===== src/rtl/display_value_arbiter_pkg.sv =====
// DigitType: shared display types for the seven-segment path.
//   digit_t     one BCD digit
//   digits_t    the full 8-digit display word, [7] = leftmost (AN7)
//   state_t     arbiter/converter FSM states
//   lz_enable   per-digit enable mask for leading-zero blanking
package DigitType;
  typedef logic [3:0] digit_t;

  localparam int DISP_DIGITS = 8;
  localparam int BCD_MAX     = 99_999_999;

  typedef digit_t [DISP_DIGITS-1:0] digits_t;

  typedef enum logic [1:0] {IDLE, CONVERT, COMMIT} state_t;

  // A digit is lit if it or any more significant digit is non-zero.
  // Digit 0 is always lit, so a zero value still shows "0".
  function automatic logic [DISP_DIGITS-1:0] lz_enable(digits_t d);
    logic seen;
    lz_enable = '0;
    seen      = 1'b0;
    for (int i = DISP_DIGITS-1; i >= 0; i--) begin
      seen         = seen | (d[i] != 4'd0);
      lz_enable[i] = seen | (i == 0);
    end
  endfunction
endpackage


===== src/rtl/display_value_arbiter_dabble_step.sv =====
// dabble_step: one combinational double-dabble iteration.
//   bcd_in   current 8-digit BCD accumulator
//   bit_in   next binary bit, MSB first
//   bcd_out  accumulator after add-3 correction and a 1-bit left shift
module dabble_step
  import DigitType::*;
(
  input  digits_t bcd_in,
  input  logic    bit_in,
  output digits_t bcd_out
);
  digits_t                      adj;
  logic [4*DISP_DIGITS-1:0]     adj_f;

  for (genvar i = 0; i < DISP_DIGITS; i++) begin : g_nib
    assign adj[i] = (bcd_in[i] >= 4'd5) ? bcd_in[i] + 4'd3 : bcd_in[i];
  end

  assign adj_f   = adj;
  assign bcd_out = {adj_f[4*DISP_DIGITS-2:0], bit_in};
endmodule


===== src/rtl/display_value_arbiter.sv =====
// display_value_arbiter: round-robin share of the 8-digit display.
//   clk, rst          system clock, async active-high reset
//   req_valid/value/  per-requester request (value is unsigned binary,
//   req_blank_lz      blank_lz enables leading-zero blanking)
//   req_ready         one-hot accept, only in IDLE
//   digits, en        registered BCD digits and per-digit enables
//   busy              high from accept until the result is committed
//   overflow          last accepted value did not fit in 8 digits
module display_value_arbiter
  import DigitType::*;
#(
  parameter int N_REQ = 2,
  parameter int WIDTH = 27
) (
  input  logic                        clk,
  input  logic                        rst,
  input  logic [N_REQ-1:0]            req_valid,
  input  logic [N_REQ-1:0][WIDTH-1:0] req_value,
  input  logic [N_REQ-1:0]            req_blank_lz,
  output logic [N_REQ-1:0]            req_ready,
  output digits_t                     digits,
  output logic [DISP_DIGITS-1:0]      en,
  output logic                        busy,
  output logic                        overflow
);
  localparam int GW = (N_REQ > 1) ? $clog2(N_REQ) : 1;
  localparam int CW = $clog2(WIDTH + 1);

  state_t            state;
  logic [GW-1:0]     last_grant, grant_idx, cand;
  logic              found;
  logic [WIDTH-1:0]  val_lat, val_sh;
  logic              blank_lat;
  digits_t           bcd, bcd_nxt;
  logic [CW-1:0]     cnt;
  logic              val_ovf;

  dabble_step u_step (
    .bcd_in  (bcd),
    .bit_in  (val_sh[WIDTH-1]),
    .bcd_out (bcd_nxt)
  );

  // Round-robin search starting one past the previous winner.
  always_comb begin
    found     = 1'b0;
    grant_idx = last_grant;
    cand      = '0;
    req_ready = '0;
    for (int k = 1; k <= N_REQ; k++) begin
      cand = GW'((int'(last_grant) + k) % N_REQ);
      if (!found && req_valid[cand]) begin
        found     = 1'b1;
        grant_idx = cand;
      end
    end
    // Gated by rst so ready reads zero while reset is held.
    if (state == IDLE && found && !rst) req_ready[grant_idx] = 1'b1;
  end

  // Overflow is judged on the original value; the BCD result is garbage then.
  assign val_ovf = 32'(val_lat) > 32'(BCD_MAX);

  always_ff @(posedge clk or posedge rst) begin
    if (rst) begin
      state      <= IDLE;
      last_grant <= GW'(N_REQ - 1);
      val_lat    <= '0;
      val_sh     <= '0;
      blank_lat  <= 1'b0;
      bcd        <= '0;
      cnt        <= '0;
      digits     <= '0;
      en         <= '0;
      busy       <= 1'b0;
      overflow   <= 1'b0;
    end else begin
      case (state)
        IDLE: begin
          if (found) begin
            val_lat    <= req_value[grant_idx];
            val_sh     <= req_value[grant_idx];
            blank_lat  <= req_blank_lz[grant_idx];
            last_grant <= grant_idx;
            bcd        <= '0;
            cnt        <= CW'(WIDTH);
            busy       <= 1'b1;
            state      <= CONVERT;
          end
        end
        CONVERT: begin
          bcd    <= bcd_nxt;
          val_sh <= val_sh << 1;
          cnt    <= cnt - 1'b1;
          if (cnt == CW'(1)) state <= COMMIT;
        end
        COMMIT: begin
          if (val_ovf) begin
            overflow <= 1'b1;
            digits   <= '0;
            en       <= '0;
          end else begin
            overflow <= 1'b0;
            digits   <= bcd;
            en       <= blank_lat ? lz_enable(bcd) : '1;
          end
          busy  <= 1'b0;
          state <= IDLE;
        end
        default: state <= IDLE;
      endcase
    end
  end
endmodule


===== config.mk =====
export PLATFORM = sky130hd
export DESIGN_NAME = display_value_arbiter
export DESIGN_NICKNAME = d
export VERILOG_FILES = /design/src/rtl/display_value_arbiter_pkg.sv /design/src/rtl/display_value_arbiter_dabble_step.sv /design/src/rtl/display_value_arbiter.sv
export SDC_FILE = /design/constraint.sdc
export NUM_CORES = 1
export LEC_CHECK = 0
export ABC_AREA = 1
export ABC_CLOCK_PERIOD_IN_PS = 7890
export CAP_MARGIN = 20
export CORE_AREA = 5 5 125 127
export CTS_BUF_LIST = sky130_fd_sc_hd__clkbuf_2 sky130_fd_sc_hd__clkbuf_4 sky130_fd_sc_hd__clkbuf_8
export DETAILED_ROUTE_END_ITERATION = 16
export DIE_AREA = 0 0 130 132
export DONT_BUFFER_PORTS = 1
export GPL_ROUTABILITY_DRIVEN = 0
export PLACE_DENSITY = 0.69
export REMOVE_ABC_BUFFERS = 1
export SYNTH_ARGS = -nofsm -noshare
export SYNTH_HDL_FRONTEND = slang
export SYNTH_HIERARCHICAL = 1
export SYNTH_SLANG_ARGS = --single-unit

===== constraint.sdc =====
create_clock -name clk -period 7.89 [get_ports clk]
set_input_delay 1.1835 -clock clk [delete_from_list [all_inputs] [get_ports clk]]
set_output_delay 1.1835 -clock clk [all_outputs]
set_load 0.02 [all_outputs]

# Word-level counts from Yosys, hierarchy flattened
# Index checks and enable logic that the tools add are counted.
# Widths: inputs -> output; s select.
[totals] ff_bits=137 output_inout_bits=44 elab_cells=118
[op_classes] n_addsub=11 order_cmp=13 eq_ne=5 n_mux=38 bitwise=6 reduce_logical=20
[ops] cell="$mux 27" count=3
[ops] cell="$mux 32" count=2
[ops] cell="$pmux 32 s2" count=1
[ops] cell="$pmux 27 s2" count=1
[ops] cell="$ge 4x3->1 const B" count=8
[ops] cell="$add 4x2->4 const B" count=7
[ops] cell="$mux 4" count=7
[ops] cell="$reduce_bool 4->1" count=7
[ops] cell="$gt 27x27->1 const B" count=1
[ops] cell="$mux 8" count=2
[ops] cell="$mux 1" count=13
[ops] cell="$pmux 5 s2" count=1
[ops] cell="$reduce_and 2->1" count=4
[ops] cell="$lt 1x2->1 const B" count=3
[ops] cell="$mux 2" count=3
[ops] cell="$or 1x1->1" count=6
[ops] cell="$eq 5x1->1 const B" count=1
[ops] cell="$mux 5" count=1
[ops] cell="$sub 5x1->5 const B" count=1
[ops] cell="$logic_and 1x1->1" count=4
[ops] cell="$ne 2x2->1 const B" count=2
[ops] cell="$pmux 2 s2" count=1
[ops] cell="$reduce_bool 2->1" count=2
[ops] cell="$add 3x2->3 const B" count=1
[ops] cell="9 further kinds" count=11

# Depth between registers and ports, before layout
[logic_depth] ltp_word=12 depth_mapped=10 mapped_depth_nobuf=9

# Modules after synthesis
# The synthesis kept the hierarchy.
[modules_own_cells] mod="display_value_arbiter" instances=1 cells_per_inst=574 area_per_inst_um2=5424.0 seq_area_each_um2=3229.3
[modules_own_cells] mod="dabble_step" instances=1 cells_per_inst=171 area_per_inst_um2=942.2 seq_area_each_um2=0.0

# Worst setup path before layout
# No wires, ideal clock.
[synth_path] kind="input-to-output" from="input port req_valid[1]" to="output port req_ready[0]" t_arrival_ns=1.890 required_time_ns=6.707 path_slack_ns=4.817 stages=3 path_cell_list="o21ai_2 > buf_6 > nor3_1"
[synth_via] elab_chain_cells=11 word_cells_on_any_way=18 classes_between="2 x order compare; 11 x mux; 5 x reduce/logical"
[synth_lines] element="start: declaration" line_no="display_value_arbiter.sv:17" text="input logic [N_REQ-1:0] req_valid,"
[synth_lines] element="$mux 1 (not written as such) (2 in series)" line_no="display_value_arbiter.sv:52" text="if (!found && req_valid[cand]) begin"
[synth_lines] element="$mux 1" line_no="display_value_arbiter.sv:52"
[synth_lines] element="$logic_not 1->1" line_no="display_value_arbiter.sv:52"
[synth_lines] element="$logic_and 1x1->1" line_no="display_value_arbiter.sv:52"
[synth_lines] element="$mux 1" line_no="display_value_arbiter.sv:52"
[synth_lines] element="$lt 1x2->1 (not written as such) or $ge 1x1->1 (tied branches)" line_no="display_value_arbiter.sv:58" text="if (state == IDLE && found && !rst) req_ready[grant_idx] = 1'b1;"
[synth_lines] element="$logic_and 1x1->1 (not written as such)" line_no="display_value_arbiter.sv:58"
[synth_lines] element="$mux 1 (not written as such)" line_no="display_value_arbiter.sv:58"
[synth_lines] element="$demux 1 s1" line_no="display_value_arbiter.sv:58"
[synth_lines] element="$mux 2 *" line_no="display_value_arbiter.sv:58"
[synth_lines] element="end: declaration" line_no="display_value_arbiter.sv:20" text="output logic [N_REQ-1:0] req_ready,"
# Mark *: on every way between the ends. The rest lies on a longest branch, timed or not. The select of a mux whose other input is x is not followed.

# Worst setup path in the final report
[layout_path] from="input port req_valid[1]" to="output port req_ready[1]"
# Same word-level chain as after synthesis.

==> metrics.txt <==
status complete, no violations; DR pass1 iterations 5; Post-synth EDFFs 0; worst-path fanout max 21; hpwl dp 8950 um; post-route ant nets 0; antenna diode count 0; DIE WIDTH 130 um; Synthesis Warnings 6; slew margin rel. 41.0%; min Tclk post-route between 3 and 4 ns; Remaining DRCs 0; floorplan core area approximately 14000 um^2; most frequent cell after synthesis nand2_1; Final Cycle Share 41.2%; CTS Buffer Depth 2; num rows 44; CTS sink count 129; critical path cell sequence o21ai_2, buf_4, inv_2, nand2_2, nor2_1; DRT Wirelength between 10000 and 15000 um; Final setup viols 0; # IOs 104; Fin Hold WS 0.479 ns; Leak ~3.4 nW; Die ar. 17200 um^2; Vias/cell 5.17; Async SR Flop Fraction 100%; Synth cell types 33; worst slack, placed 4.64 ns; VDD IR-drop max around 0.19 mV; post-CTS setup buffers 0; vias in the first global route a little under 5k; via count slightly below 5k; Max Clock Freq ~310 MHz; final hold violations 0; Post-Syn Area per Cell 8.55 um^2; antenna violations before repair 0; Die Y 132 um; final net count 820; CTS Buf Count 17; clock latency on the worst-skew pair about 0.43 ns; area leader, netlist dfrtp_1; CTS root buffer clkbuf_8; Synth top area share 50.3%; Initial Util 44.5%; CTS tree yes; Overflow after GRT 0; Resize count post-CTS 0; Final Cell Area 6900 um^2; final worst slack 4.64 ns; drt initial violations 306; Pins Over Slew Limit 0; Post-synth top flop dfrtp_1; CP Buf/Inv Count 2; H-Tree Depth 4; CP top delay family simple AND/OR/NAND/NOR gates; Seq/Total Area, Yosys 50.7%; Buffers on Ports 0; CP endpoint kind output pin; CP startpoint kind primary input; Max Cap Violations 0; Worst Tran Pin Value 0.885 ns; Area Growth Syn to Fin 8.41%; synthesized area 6370 um^2; WL/cell 14.7 um; Area after DPL 6470 um^2; Clk pin slew, worst setup/hold paths ~0.06 ns; clock skew around 0.011 ns; synthesized flop and latch total 129; GRT Overall Usage between 10% and 20%; slowest stage cell, crit path nor2_1; share of cells above drive strength 1 11.9%; slowest cell delay on critical path 0.33 ns; Setup CP Type in -> out; Placed Instances 906; CP Data Required Time 6.71 ns; global-route wire length before repair 23200 um; Power, Total roughly 2.8 mW; hold crit path type reg -> reg; RSZ-0062 raised after global routing no; Layout Utilization 48.2%; CTS Hold Bufs 0; Critical Path AT 2.06 ns; synth cell count leaders nand2_1, dfrtp_1, inv_1, o21ai_0, nand3_1; P per Cell Area 412 nW/um^2; largest net degree at the start of global routing 71; Layout Cells excl Fill around 940; Syn Inst Count approximately 750; Setup TNS Final 0 ns; Area contributors post-synth dfrtp_1, nand2_1, a22oi_2
==> per-layer routing <==
layer  share of wire [%]  track usage [%]  vias to the layer above
met1                  48             23.3                     2294
met4                0.94             5.02                        0
met5                   0                0                        -
li1                    -                -                     2410
met3                 5.8             4.46                       11
met2                  45             25.8                      141
==> sequential cells by signal, summed over array words and instances (netlist names), 2 cells and up <==
name	flops
bcd	32
cnt	5
digits	32
en	8
state	2
val_lat	19
val_sh	27
==> report_power, final <==
part,internal (mW),switching [mW]
Combinational,0.428,0.650
Sequential,0.918,0.262
Clock,0.335,0.250
==> logic make-up after synthesis <==
group / share of synthesized area [%]
AOI/OAI and AO/OA: 13.8
adders and majority gates: 3.54
buffers and inverters: 6.74
DFF: 50.7
and+or+nand+nor: 25.2
==> area by class of cell <==
| type | instances | area, um^2 |
|---|---|---|
| Clock buffer | 27 | 334 |
| Clock inverter | 5 | 75.1 |
| Fill cell | 1365 | 7410 |
| Inverter | 70 | 273 |
| Multi-Input combinational cell | 519 | 2710 |
| Sequential cell | 129 | 3230 |
| Tap cell | 184 | 230 |
| Timing Repair Buffer | 5 | 50.0 |
==> worst reg2reg max path, cell delays in order (launching register included) <==
cell	delay, ns
dfrtp_1	0.36
nor2_1	0.06
o21ai_2	0.05
buf_4	0.29
inv_2	0.16
nand2_2	0.14
inv_4	0.15
a22oi_1	0.35
o21ai_0	0.15
==> layout by cell type (no fill, tap or decap), drive strengths merged <==
cell type	instances
a22oi	28
nor2	34
o22ai	1
bufinv	2
clkinv	3
a22o	18
clkbuf	27
inv	70
nor4	3
a21oi	13
o31ai	1
o21ai	55
dfstp	1
nor3	1
nand3b	1
dfrtp	128
o21a	1
ha	18
nand4	7
buf	5
nand3	44
nand2	294
==> worst paths after layout <==
kind / slack (ns) / startpoint / depth (start not counted) / to
worst max-delay path: 4.64 / req_valid[1] / 5 / req_ready[1]
worst min-delay path: 0.48 / val_lat[13]$_DFFE_PP0P_ / 2 / val_lat[13]$_DFFE_PP0P_
worst max register to register: 6.04 / state[0]$_DFFE_PP0P_ / 8 / val_lat[25]$_DFFE_PP0P_
worst min register to register: 0.48 / val_lat[13]$_DFFE_PP0P_ / 2 / val_lat[13]$_DFFE_PP0P_
max in group asynchronous: 5.92 / rst / 2 / bcd[18]$_DFFE_PP0P_
min in group asynchronous: 0.67 / rst / 1 / val_sh[9]$_DFFE_PP0P_
Power figures use the tool's default switching activity.
